<file path="config.mk">
export PLATFORM = sky130hd
export DESIGN_NAME = rt_dbg_sba_obi
export DESIGN_NICKNAME = d
export VERILOG_FILES = /design/src/rtl/rt_dbg_sba_obi.sv
export SDC_FILE = /design/constraint.sdc
export NUM_CORES = 1
export LEC_CHECK = 0
export ABC_AREA = 1
export CAP_MARGIN = 20
export CORE_ASPECT_RATIO = 1.5
export CORE_UTILIZATION = 45
export DETAILED_ROUTE_END_ITERATION = 7
export PLACE_DENSITY = 0.8
export SLEW_MARGIN = 20
export SYNTH_ARGS = -nofsm -noshare
export SYNTH_HDL_FRONTEND = slang
export SYNTH_SLANG_ARGS = --single-unit
</file>
<file path="constraint.sdc">
create_clock -name clk_i -period 2 [get_ports clk_i]
set_input_delay 0.3 -clock clk_i [delete_from_list [all_inputs] [get_ports clk_i]]
set_output_delay 0.3 -clock clk_i [all_outputs]
set_load 0.02 [all_outputs]
</file>
<file path="src/rtl/rt_dbg_sba_obi.sv">
// System-bus-access responder: decodes DMI accesses to SBCS/SBAddress/SBData and
// issues 32-bit OBI transactions. Define RT_SBA_AUTOINC_EN to enable sbautoincrement.
module rt_dbg_sba_obi #(
    parameter int unsigned AddrWidth  = 32,
    parameter int unsigned DataWidth  = 32,
    parameter int unsigned RespFifoEn = 0
) (
    input  logic                 clk_i,
    input  logic                 rst_ni,
    input  logic                 dmi_req_valid_i,
    output logic                 dmi_req_ready_o,
    input  logic [6:0]           dmi_req_addr_i,
    input  logic [1:0]           dmi_req_op_i,
    input  logic [31:0]          dmi_req_data_i,
    output logic                 dmi_resp_valid_o,
    input  logic                 dmi_resp_ready_i,
    output logic [31:0]          dmi_resp_data_o,
    output logic [1:0]           dmi_resp_resp_o,
    output logic                 obi_req_o,
    input  logic                 obi_gnt_i,
    output logic [AddrWidth-1:0] obi_addr_o,
    output logic                 obi_we_o,
    output logic [3:0]           obi_be_o,
    output logic [31:0]          obi_wdata_o,
    input  logic                 obi_rvalid_i,
    input  logic [31:0]          obi_rdata_i,
    input  logic                 obi_err_i
);

    localparam logic [6:0] AddrSbcs  = 7'h38;
    localparam logic [6:0] AddrAddr0 = 7'h39;
    localparam logic [6:0] AddrAddr1 = 7'h3A;
    localparam logic [6:0] AddrData0 = 7'h3C;

    typedef enum logic [1:0] {StIdle, StReq, StWait} state_e;

    state_e               state_q;
    logic [AddrWidth-1:0] sbaddr_q;
    logic [DataWidth-1:0] sbdata_q;
    logic                 sbreadonaddr_q, sbreadondata_q, sbautoinc_q, sbbusyerror_q;
    logic [2:0]           sbaccess_q, sberror_q;
    logic                 resp_valid_q;
    logic [31:0]          resp_data_q;
    logic                 obi_req_q, obi_we_q;

    logic                 sbbusy, req_fire, is_wr, is_rd;
    logic                 wr_sbcs, wr_addr0, wr_addr1, wr_data0, rd_data0;
    logic                 busy_hit, trigger;
    logic [1:0]           chk_addr;
    logic [31:0]          sbcs_rdata, rd_mux;
    logic [63:0]          addr_ext, addr_lo_new, addr_hi_new;
    logic [AddrWidth-1:0] addr_inc;

    always_comb begin
        sbbusy   = (state_q != StIdle);
        req_fire = dmi_req_valid_i & dmi_req_ready_o;
        is_wr    = req_fire & (dmi_req_op_i == 2'd2);
        is_rd    = req_fire & (dmi_req_op_i == 2'd1);
        wr_sbcs  = is_wr & (dmi_req_addr_i == AddrSbcs);
        wr_addr0 = is_wr & (dmi_req_addr_i == AddrAddr0);
        wr_addr1 = is_wr & (dmi_req_addr_i == AddrAddr1);
        wr_data0 = is_wr & (dmi_req_addr_i == AddrData0);
        rd_data0 = is_rd & (dmi_req_addr_i == AddrData0);

        busy_hit = sbbusy & (wr_addr0 | wr_data0 | rd_data0);
        // A latched error of either kind blocks new accesses until software clears it.
        trigger  = ~sbbusy & (sberror_q == 3'd0) & ~sbbusyerror_q &
                   (wr_data0 | (wr_addr0 & sbreadonaddr_q) | (rd_data0 & sbreadondata_q));
        chk_addr = wr_addr0 ? dmi_req_data_i[1:0] : sbaddr_q[1:0];

        addr_ext    = 64'(sbaddr_q);
        addr_lo_new = {addr_ext[63:32], dmi_req_data_i};
        addr_hi_new = {dmi_req_data_i, addr_ext[31:0]};
        addr_inc    = sbaddr_q + AddrWidth'(4);

        sbcs_rdata = {3'd1, 6'd0, sbbusyerror_q, sbbusy, sbreadonaddr_q, sbaccess_q,
                      sbautoinc_q, sbreadondata_q, sberror_q, 7'(AddrWidth), 5'b00100};

        rd_mux = '0;
        unique case (dmi_req_addr_i)
            AddrSbcs:  rd_mux = sbcs_rdata;
            AddrAddr0: rd_mux = addr_ext[31:0];
            AddrAddr1: rd_mux = addr_ext[63:32];
            AddrData0: rd_mux = sbdata_q;
            default:   rd_mux = '0;
        endcase
    end

    // With the skid enabled a new request may be taken in the cycle the response pops.
    assign dmi_req_ready_o  = (RespFifoEn != 0) ? (~resp_valid_q | dmi_resp_ready_i)
                                                : ~resp_valid_q;
    assign dmi_resp_valid_o = resp_valid_q;
    assign dmi_resp_data_o  = resp_data_q;
    assign dmi_resp_resp_o  = 2'b00;

    assign obi_req_o   = obi_req_q;
    assign obi_addr_o  = {sbaddr_q[AddrWidth-1:2], 2'b00};
    assign obi_we_o    = obi_we_q;
    assign obi_be_o    = 4'hF;
    assign obi_wdata_o = sbdata_q;

    always_ff @(posedge clk_i or negedge rst_ni) begin
        if (!rst_ni) begin
            state_q        <= StIdle;
            sbaddr_q       <= '0;
            sbdata_q       <= '0;
            sbreadonaddr_q <= 1'b0;
            sbreadondata_q <= 1'b0;
            sbautoinc_q    <= 1'b0;
            sbbusyerror_q  <= 1'b0;
            sbaccess_q     <= 3'd0;
            sberror_q      <= 3'd0;
            resp_valid_q   <= 1'b0;
            resp_data_q    <= '0;
            obi_req_q      <= 1'b0;
            obi_we_q       <= 1'b0;
        end else begin
            if (resp_valid_q && dmi_resp_ready_i) begin
                resp_valid_q <= 1'b0;
            end
            if (req_fire) begin
                resp_valid_q <= 1'b1;
                resp_data_q  <= is_rd ? rd_mux : 32'd0;
            end

            if (wr_sbcs) begin
                sbreadonaddr_q <= dmi_req_data_i[20];
                sbaccess_q     <= dmi_req_data_i[19:17];
                sbreadondata_q <= dmi_req_data_i[15];
`ifdef RT_SBA_AUTOINC_EN
                sbautoinc_q    <= dmi_req_data_i[16];
`endif
                if (dmi_req_data_i[22]) begin
                    sbbusyerror_q <= 1'b0;
                end
                sberror_q <= sberror_q & ~dmi_req_data_i[14:12];
            end
            if (busy_hit) begin
                sbbusyerror_q <= 1'b1;
            end

            // Address/data stay frozen while a transaction is in flight.
            if (!sbbusy) begin
                if (wr_addr0) sbaddr_q <= addr_lo_new[AddrWidth-1:0];
                if (wr_addr1) sbaddr_q <= addr_hi_new[AddrWidth-1:0];
                if (wr_data0) sbdata_q <= dmi_req_data_i;
            end

            unique case (state_q)
                StIdle: begin
                    if (trigger) begin
                        if (sbaccess_q != 3'd2) begin
                            sberror_q <= 3'd4;
                        end else if (chk_addr != 2'b00) begin
                            sberror_q <= 3'd3;
                        end else begin
                            state_q   <= StReq;
                            obi_req_q <= 1'b1;
                            obi_we_q  <= wr_data0;
                        end
                    end
                end
                StReq: begin
                    if (obi_gnt_i) begin
                        obi_req_q <= 1'b0;
                        state_q   <= StWait;
                    end
                end
                StWait: begin
                    if (obi_rvalid_i) begin
                        state_q <= StIdle;
                        if (obi_err_i) begin
                            sberror_q <= 3'd2;
                        end else begin
                            if (!obi_we_q) sbdata_q <= obi_rdata_i;
                            if (sbautoinc_q) sbaddr_q <= addr_inc;
                        end
                    end
                end
                default: state_q <= StIdle;
            endcase
        end
    end

endmodule
</file>
# Word-level counts from Yosys, hierarchy flattened
# Index checks and enable logic that the tools add are counted.
[classes]
addsub = 1
reduce_logical = 13
n_eq_ne = 14
bitwise = 25
mux = 39
[ops]
columns = ["op", "n"]
rows = [
  ["$mux W32", 14],
  ["$pmux W32 S3", 1],
  ["$add A32 B3 Y32 const B", 1],
  ["$eq A7 B6 Y1 const B", 4],
  ["$mux W3", 6],
  ["$and A1 B1 Y1", 14],
  ["$mux W2", 6],
  ["$reduce_bool A2 Y1", 6],
  ["$ne A2 B2 Y1 const B", 5],
  ["$reduce_and A5 Y1", 2],
  ["$mux W1", 9],
  ["$pmux W2 S3", 1],
  ["$pmux W3 S2", 1],
  ["$not A1 Y1", 5],
  ["$eq A2 B1 Y1 const B", 2],
  ["$eq A2 B2 Y1 const B", 2],
  ["$or A1 B1 Y1", 4],
  ["$reduce_and A4 Y1", 1],
  ["$and A3 B3 Y3", 1],
  ["$logic_not A3 Y1", 1],
  ["$ne A3 B2 Y1 const B", 1],
  ["$not A3 Y3", 1],
  ["$logic_not A2 Y1", 1],
  ["$pmux W1 S2", 1],
  ["2 further kinds", 2],
]
[totals]
elab_cells = 104
output_inout_bits = 106
reg_bits = 110
in_bits = 80

# Logic depth before layout (Yosys ltp)
# Gate-level depths: netlist (run 1).
[depth]
ltp_word = 11
mapped_depth = 12
depth_no_buf = 12

# Least setup slack after synthesis (run 1)
# No wires, ideal clock.
[synth_timing]
path_kind = "flip-flop to flip-flop"
from = "register resp_valid_q (netlist: dmi_resp_valid_o)"
to = "register sbaddr_q[10]"
synth_period_minus_slack_ns = 1.694
path_stages_with_launch = 9
path_buffers = 1
required_ns = 1.875
setup_time_ns = 0.125
arrival_ns = 1.569
setup_slack_ns = 0.306
path_cell_list = "dfrtp_1 inv_2 nand2_4 nor2_4 inv_2 nor2_4 nand2_4 buf_6 mux2_4"
[synth_between]
elab_chain_len = 11
elab_cells_between_ends = 12
classes_between = "mux: 7; bitwise: 5"
[synth_rtl]
columns = ["item", "line", "text"]
rows = [
  ["from (decl)", "42", "logic resp_valid_q;"],
  ["from (signal assigned)", "113", "resp_valid_q <= 1'b0;"],
  ["from (signal assigned)", "119", "resp_valid_q <= 1'b0;"],
  ["from (signal assigned)", "122", "resp_valid_q <= 1'b1;"],
  ["$not A1 Y1 (*)", "91", ": ~resp_valid_q;"],
  ["via dmi_req_ready_o", "11", "output logic dmi_req_ready_o,"],
  ["$and A1 B1 Y1 (*)", "56", "req_fire = dmi_req_valid_i & dmi_req_ready_o;"],
  ["$and A1 B1 Y1 (*)", "57", "is_wr = req_fire & (dmi_req_op_i == 2'd2);"],
  ["$and A1 B1 Y1", "60", "wr_addr0 = is_wr & (dmi_req_addr_i == AddrAddr0);"],
  ["$mux W32", "144", "if (wr_addr0) sbaddr_q <= addr_lo_new[AddrWidth-1:0];"],
  ["$mux W32 (*)", "145", "if (wr_addr1) sbaddr_q <= addr_hi_new[AddrWidth-1:0];"],
  ["$mux W32 (*)", "143", "if (!sbbusy) begin"],
  ["$mux W32", "176", "if (sbautoinc_q) sbaddr_q <= addr_inc;"],
  ["$mux W32", "172", "if (obi_err_i) begin"],
  ["$mux W32", "170", "if (obi_rvalid_i) begin"],
  ["$mux W32 (*)", "149", "unique case (state_q)"],
  ["to (signal assigned)", "144", ""],
  ["to (signal assigned)", "145", ""],
  ["to (signal assigned)", "176", ""],
  ["to (decl)", "38", "logic [AddrWidth-1:0] sbaddr_q;"],
]
# Mark *: on every way through the listed nets, which the timed path passes. The rest lies on a longest branch.
# A chain may end at the register's enable or synchronous reset.

# Worst setup path in the final report (run 1)
[layout_timing]
from = "register resp_valid_q (netlist: dmi_resp_valid_o)"
to = "output dmi_req_ready_o"
[layout_between]
elab_chain_len = 1
[layout_rtl]
columns = ["item", "line"]
rows = [
  ["$not A1 Y1", "91"],
  ["to (decl)", "11"],
]
# No other way between the ends.

==> results of run 1 <==
## layout make-up
cell class / count / area (sq um)
fill: 863 / 3530
clock inverter: 3 / 67.6
multi-input combinational: 384 / 2050
sequential: 110 / 2750
inverter: 51 / 191
timing repair buffer: 212 / 2080
clock buffer: 12 / 256
tap: 147 / 184
## sequential cells by signal, indices dropped and copies added (netlist names)
name,cells
sbbusyerror_q,1
obi_req_o,1
dmi_resp_data_o,32
dmi_resp_valid_o,1
sbaddr_q,32
state_q,2
obi_wdata_o,32
sbreadondata_q,1
sbaccess_q,3
sberror_q,3
sbreadonaddr_q,1
obi_we_o,1
## worst reg2reg max path, cell delays in order (launching register included)
cell and delay (ps):
dfrtp_1 400, inv_1 100, nand2_1 110, inv_1 170
buf_4 350, o22ai_1 140, a21oi_1 180, o21ai_0 90
## per-stage QoR
step	instances	setup WS, ps	area [sq um]
detailed placement	903	-72.6	7250
CTS	919	265	7580
finish	919	270	7580
global route	919	150	7580
floorplan	586	306	5210
global placement	903	-23.8	7250
## routing by layer
metal	global-route usage	routed length, um	up-vias
li1	-	-	2315
met1	0.345	5860	2455
met2	0.492	8690	274
met3	0.0446	1150	65
met4	0.174	803	0
met5	0	0	-
## synth_stat cells (2+ instances only)
| master | instances | area share |
|---|---|---|
| a21oi_1 | 14 | 0.014 |
| a21oi_2 | 10 | 0.017 |
| a221oi_1 | 6 | 0.010 |
| a22o_1 | 30 | 0.051 |
| a31oi_1 | 32 | 0.039 |
| buf_2 | 12 | 0.012 |
| buf_4 | 11 | 0.016 |
| buf_6 | 2 | 0.0043 |
| clkbuf_1 | 15 | 0.011 |
| conb_1 | 2 | 0.0014 |
| dfrtp_1 | 110 | 0.53 |
| inv_1 | 46 | 0.033 |
| inv_2 | 5 | 0.0036 |
| mux2_2 | 6 | 0.013 |
| mux2_4 | 3 | 0.0087 |
| nand2_1 | 105 | 0.076 |
| nand2_2 | 2 | 0.0024 |
| nand2_4 | 2 | 0.0043 |
| nand3_1 | 44 | 0.042 |
| nand3_2 | 2 | 0.0039 |
| nor2_1 | 59 | 0.043 |
| nor2_2 | 2 | 0.0024 |
| nor2_4 | 4 | 0.0087 |
| nor3_1 | 3 | 0.0029 |
| o21ai_0 | 48 | 0.046 |
| o22ai_1 | 3 | 0.0036 |
## logic make-up (layout without fill, tap and decap cells)
logic type      after synthesis  in the layout  share of synthesized area
simple gates                223            223                      0.186
compound gates              144            144                      0.181
flops                       110            110                      0.530
buf+inv                      92            278                     0.0803
mux                           9              9                     0.0217
other cells                   2              8                    0.00145
## power by group through the flow
| stage | Combinational, mW | Clock, mW | Sequential (mW) |
|---|---|---|---|
| detailed placement | 0.684 | 0 | 2.42 |
| CTS | 0.690 | 1.94 | 2.38 |
| finish | 0.688 | 1.93 | 2.38 |
| global route | 0.744 | 2.03 | 2.38 |
| floorplan | 0.169 | 0 | 2.49 |
| global placement | 0.675 | 0 | 2.41 |
## what timing repair did
item | 4_1_cts | 5_1_grt
setup endpoints to repair | 0 | 0
endpoints found under the hold margin | 24 | 0
hold buffers | 1 | 0
## worst max path at each step
stage | from | end | slack, ps | depth (start not counted)
global route | dmi_req_addr_i[2] | obi_req_o | 150 | 11
global placement | dmi_req_addr_i[2] | sbaddr_q[11] | -20 | 11
CTS | dmi_resp_valid_o | dmi_req_ready_o | 270 | 2
detailed placement | dmi_req_addr_i[2] | sbaddr_q[31] | -70 | 9
floorplan | dmi_resp_valid_o | sbaddr_q[10] | 310 | 8
finish | dmi_resp_valid_o | dmi_req_ready_o | 270 | 2
==> run metrics, run 1 <==
Worst Clk Skew 5.64 ps; fin crit share 0.865; DP Wirelength between 10,000 and 15,000 um; total gr overflow 0; Pins Over Slew Limit 0; routed vias/inst 5.56; hold_ws 422 ps; cells along the critical path inv_2, clkdlybuf4s50_1; Net Sw Frac 0.238; Die Wd between 80 and 90 um; status finished, final reports clean; Die H 134 um; Total Power around 5.0 mW; num rows 47; clk buf depth 2; drt pass-1 iters 5; Initial Util 0.467; Seq pwr share 0.476; Crit. End Element primary output; first-pass GRT wire length 26,500 um; most frequent cells in the layout clkdlybuf4s50_1, dfrtp_1, nand2_1, nor2_1, o21ai_0; antenna violations before repair 0; Final ANT Viol Nets 0; WP data required 1700 ps; drc violations 0; post-layout util 0.682; Comb pwr share 0.138; fmax 0.578 GHz; fin crit period 1730 ps; ys flop type dfrtp_1; Reg2Reg Depth 7; VDD IR max 0.441 mV; kind of critical path flop to primary output; # clock sinks 110; Worst path slowest cell clkdlybuf4s50_1; EDFF count, synth 0; Internal Pwr Total 3.80 mW; Distinct cells, synth 28; CP max FO 3; Root Driver clkbuf_16; flops & latches, synth 110; Final setup viols 0; vias in the first global route around 5,300; cell family with most CP delay buffers and inverters; Power Dens Cells 659 nW/um^2; Hold Crit Class primary input to asynchronous set/reset pin; worst reg2reg path startpoint state_q[1]; commonest non-fill, non-tap cell in the layout clkdlybuf4s50_1; gp weighted congestion 0.915; Routed WL per cell roughly 18 um; Syn. warnings 1; io pins 186; CTS tree done; final hold viol count 0; global-route usage over all layers 0.293; Area Growth Syn to Fin 46.1%; Worst Setup Start Kind flop; mapped cell area a little over 5000 sq um; First DRT Iteration DRCs 332; Pleak 3.47 nW; RSZ-0062 raised after global routing false; Sw Pwr 1.19 mW; Core ar. 11,100 sq um; Port Buffers 177; Setup Fix Bufs, Post-CTS 0; sequential share of the synthesized area 0.530; max cap viols 0; Reg2Reg Setup Slack 340 ps; synthesized instance count 580; fraction of layout cells with a size suffix above 1 0.113; Worst Path Buf+Inv 2; reg2reg end dmi_resp_data_o[21]; ANT cells 0; Worst path max stage delay 600 ps; DR vias 5,109; NumNets Final 848; clock latency on the worst-skew pair 340 ps; cts bufs inserted 9; clk slew on worst S/H paths about 70 ps; setup TNS 0 ps; final wirelength 16,500 um; htree depth 3; syn avg cell area 8.95 sq um; Arr. time, crit path 1430 ps; largest net degree at the start of global routing 66; die area 12,000 sq um; Synth async-reset ratio 1.00; Clk pwr share 0.386; PostCTS Resize Cnt 0
Power figures use the tool's default switching activity.
==> run 2, diff against run 1 <==
Settings changed: GPL_ROUTABILITY_DRIVEN set to 0.
==> results of run 2 <==
The final DEF is identical to that of run 1; final timing and power are the same.
==> run 3, diff against run 2 <==
Settings changed: CORE_UTILIZATION 45 to 25, MAX_ROUTING_LAYER set to met4, PLACE_DENSITY 0.8 to unset, RECOVER_POWER set to 100.
==> run metrics, run 3 (same netlist as run 1, synthesis figures left out) <==
status finished, final reports clean; met3 Track Usage GR 0.0243 (-0.0203); Reg2Reg Setup Slack 260 ps (-80 ps); Slew Limit Headroom 0.371; Setup Fix Bufs, Post-CTS 0 (unchanged); cts bufs inserted 9 (unchanged); Worst Setup Start Kind flop; Die H 178 um (+34%); Net Sw Frac 0.284 (+0.0452); met2 Use GR 0.303 (-0.189); final hold viol count 0 (unchanged); Routed WL per cell 17.3 um (-3.5%); num rows 64 (+36%); vias in the first global route 4,910 (-6.7%); First DRT Iteration DRCs 319 (-3.9%); Hold Crit Class flop to flop; fin crit share 0.898 (+0.0327); total gr overflow 0 (unchanged); max cap viols 0 (unchanged); # clock sinks 110 (unchanged); largest net degree at the start of global routing 43 (-35%); Seq pwr share 0.483 (+0.007); most used routing layer met2; Finished Layout Cells 1,043 (+13%); die area 21,400 sq um (+78%); Initial Util 0.255 (-0.212); routed vias/inst 4.68 (-16%); CTS tree done; post-placement cell count 1,026 (+14%); post-layout util 0.382 (-0.300); fin crit period 1800 ps (+65.3 ps); Pleak 3.72 nW (+7.2%); kind of critical path flop to primary output; Core ar. 20,300 sq um (+83%); most frequent cells in the layout dfrtp_1, nand2_1, dlygate4sd3_1, clkdlybuf4s50_1, nor2_1; final setup margin 205 ps (-65.3 ps); drt pass-1 iters 4 (-1); ANT cells 0 (unchanged); placed standard-cell area 7500 sq um (+3.5%); antenna violations before repair 0 (unchanged); Final ANT Viol Nets 0 (unchanged); clk buf depth 2 (unchanged); Worst Clk Skew 14.4 ps (+8.79 ps); DP Wirelength 13,600 um (+13%); footprint of the multi-input gates 2030 sq um (-0.67%); htree depth 3 (unchanged); Sw Pwr 1.39 mW (+17%); Die Wd 120 um (+33%); CP max FO 3 (unchanged); Area Growth Syn to Fin 49.7%; Worst Max-Slew Pin Slew 944 ps; Power Dens Cells 633 nW/um^2 (-3.9%); clock latency on the worst-skew pair 360 ps (+20 ps); setup TNS 0 ps (unchanged); clk slew on worst S/H paths 90 ps (+20 ps); Crit. End Element primary output; pre-CTS setup slack -23.2 ps (+49.4 ps); DR vias 4,886 (-4.4%); Port Buffers 177 (unchanged); fmax 0.557 GHz (-3.6%); Final setup viols 0 (unchanged); VDD IR max 0.403 mV (-8.5%); commonest non-fill, non-tap cell in the layout dfrtp_1; fin area 7770 sq um (+2.4%); RSZ-0062 raised after global routing false; io pins 186 (unchanged); M1 GR Usage 0.215 (-0.130); Pins Over Slew Limit 0 (unchanged); drc violations 0 (unchanged); WP data required 1700 ps (about the same); global-route usage over all layers 0.179 (-0.114); hold_ws 487 ps (+64.8 ps); Comb pwr share 0.133 (-0.005); final wirelength 18,100 um (+9.5%); Internal Pwr Total 3.52 mW (-7.4%); Clk pwr share 0.384 (-0.002); fraction of layout cells with a size suffix above 1 0.108 (-0.00486); NumNets Final 854 (+0.71%); FILL cells 2,112 (+140%); Seq. cell area 2750 sq um (unchanged); Arr. time, crit path 1500 ps (+70 ps); first-pass GRT wire length 28,000 um (+5.8%); Root Driver clkbuf_16; Total Power 4.92 mW (-1.5%)
run 3: final timing paths:
path | endpoint | cells after the start | startpoint
max | dmi_req_ready_o | 2 | dmi_resp_valid_o
min | dmi_resp_data_o[2] | 2 | dmi_resp_data_o[2]
max reg2reg | dmi_resp_data_o[30] | 5 | dmi_resp_valid_o
min reg2reg | dmi_resp_data_o[2] | 2 | dmi_resp_data_o[2]
max in group asynchronous | obi_wdata_o[2] | 3 | rst_ni
min in group asynchronous | obi_wdata_o[31] | 2 | rst_ni
run 3: power by group through the flow:
stage / registers, mW / clock network (mW) / logic (mW)
after floorplan: 2.49 / 0 / 0.169
after global placement: 2.42 / 0 / 0.694
after detailed placement: 2.42 / 0 / 0.698
after CTS: 2.38 / 1.95 / 0.702
after global routing: 2.39 / 2.04 / 0.714
final: 2.37 / 1.89 / 0.656
run 3: worst max-delay path, cell delays in order, from the launching register on:
cell	delay, ps
dfrtp_1	390
inv_1	120
clkdlybuf4s50_1	620
run 3: repair_timing:
action,in CTS,in global routing
hold buffers,1,0
gates resized for setup,0,0
endpoints found under the hold margin,31,0
run 3: cell type report:
| cell class | instances | share of cell area |
|---|---|---|
| inverter | 51 | 0.0246 |
| sequential | 110 | 0.354 |
| timing repair buffer | 218 | 0.275 |
| clock buffer | 9 | 0.0290 |
| clock inverter | 7 | 0.0124 |
| tap | 264 | 0.0425 |
| multi-input combinational | 384 | 0.262 |
run 3: metal layers:
metal | vias to the layer above | share of wire
met2 | 168 | 0.52
met4 | 0 | 0.033
met3 | 33 | 0.040
met1 | 2348 | 0.41
met5 | - | 0
li1 | 2337 | -
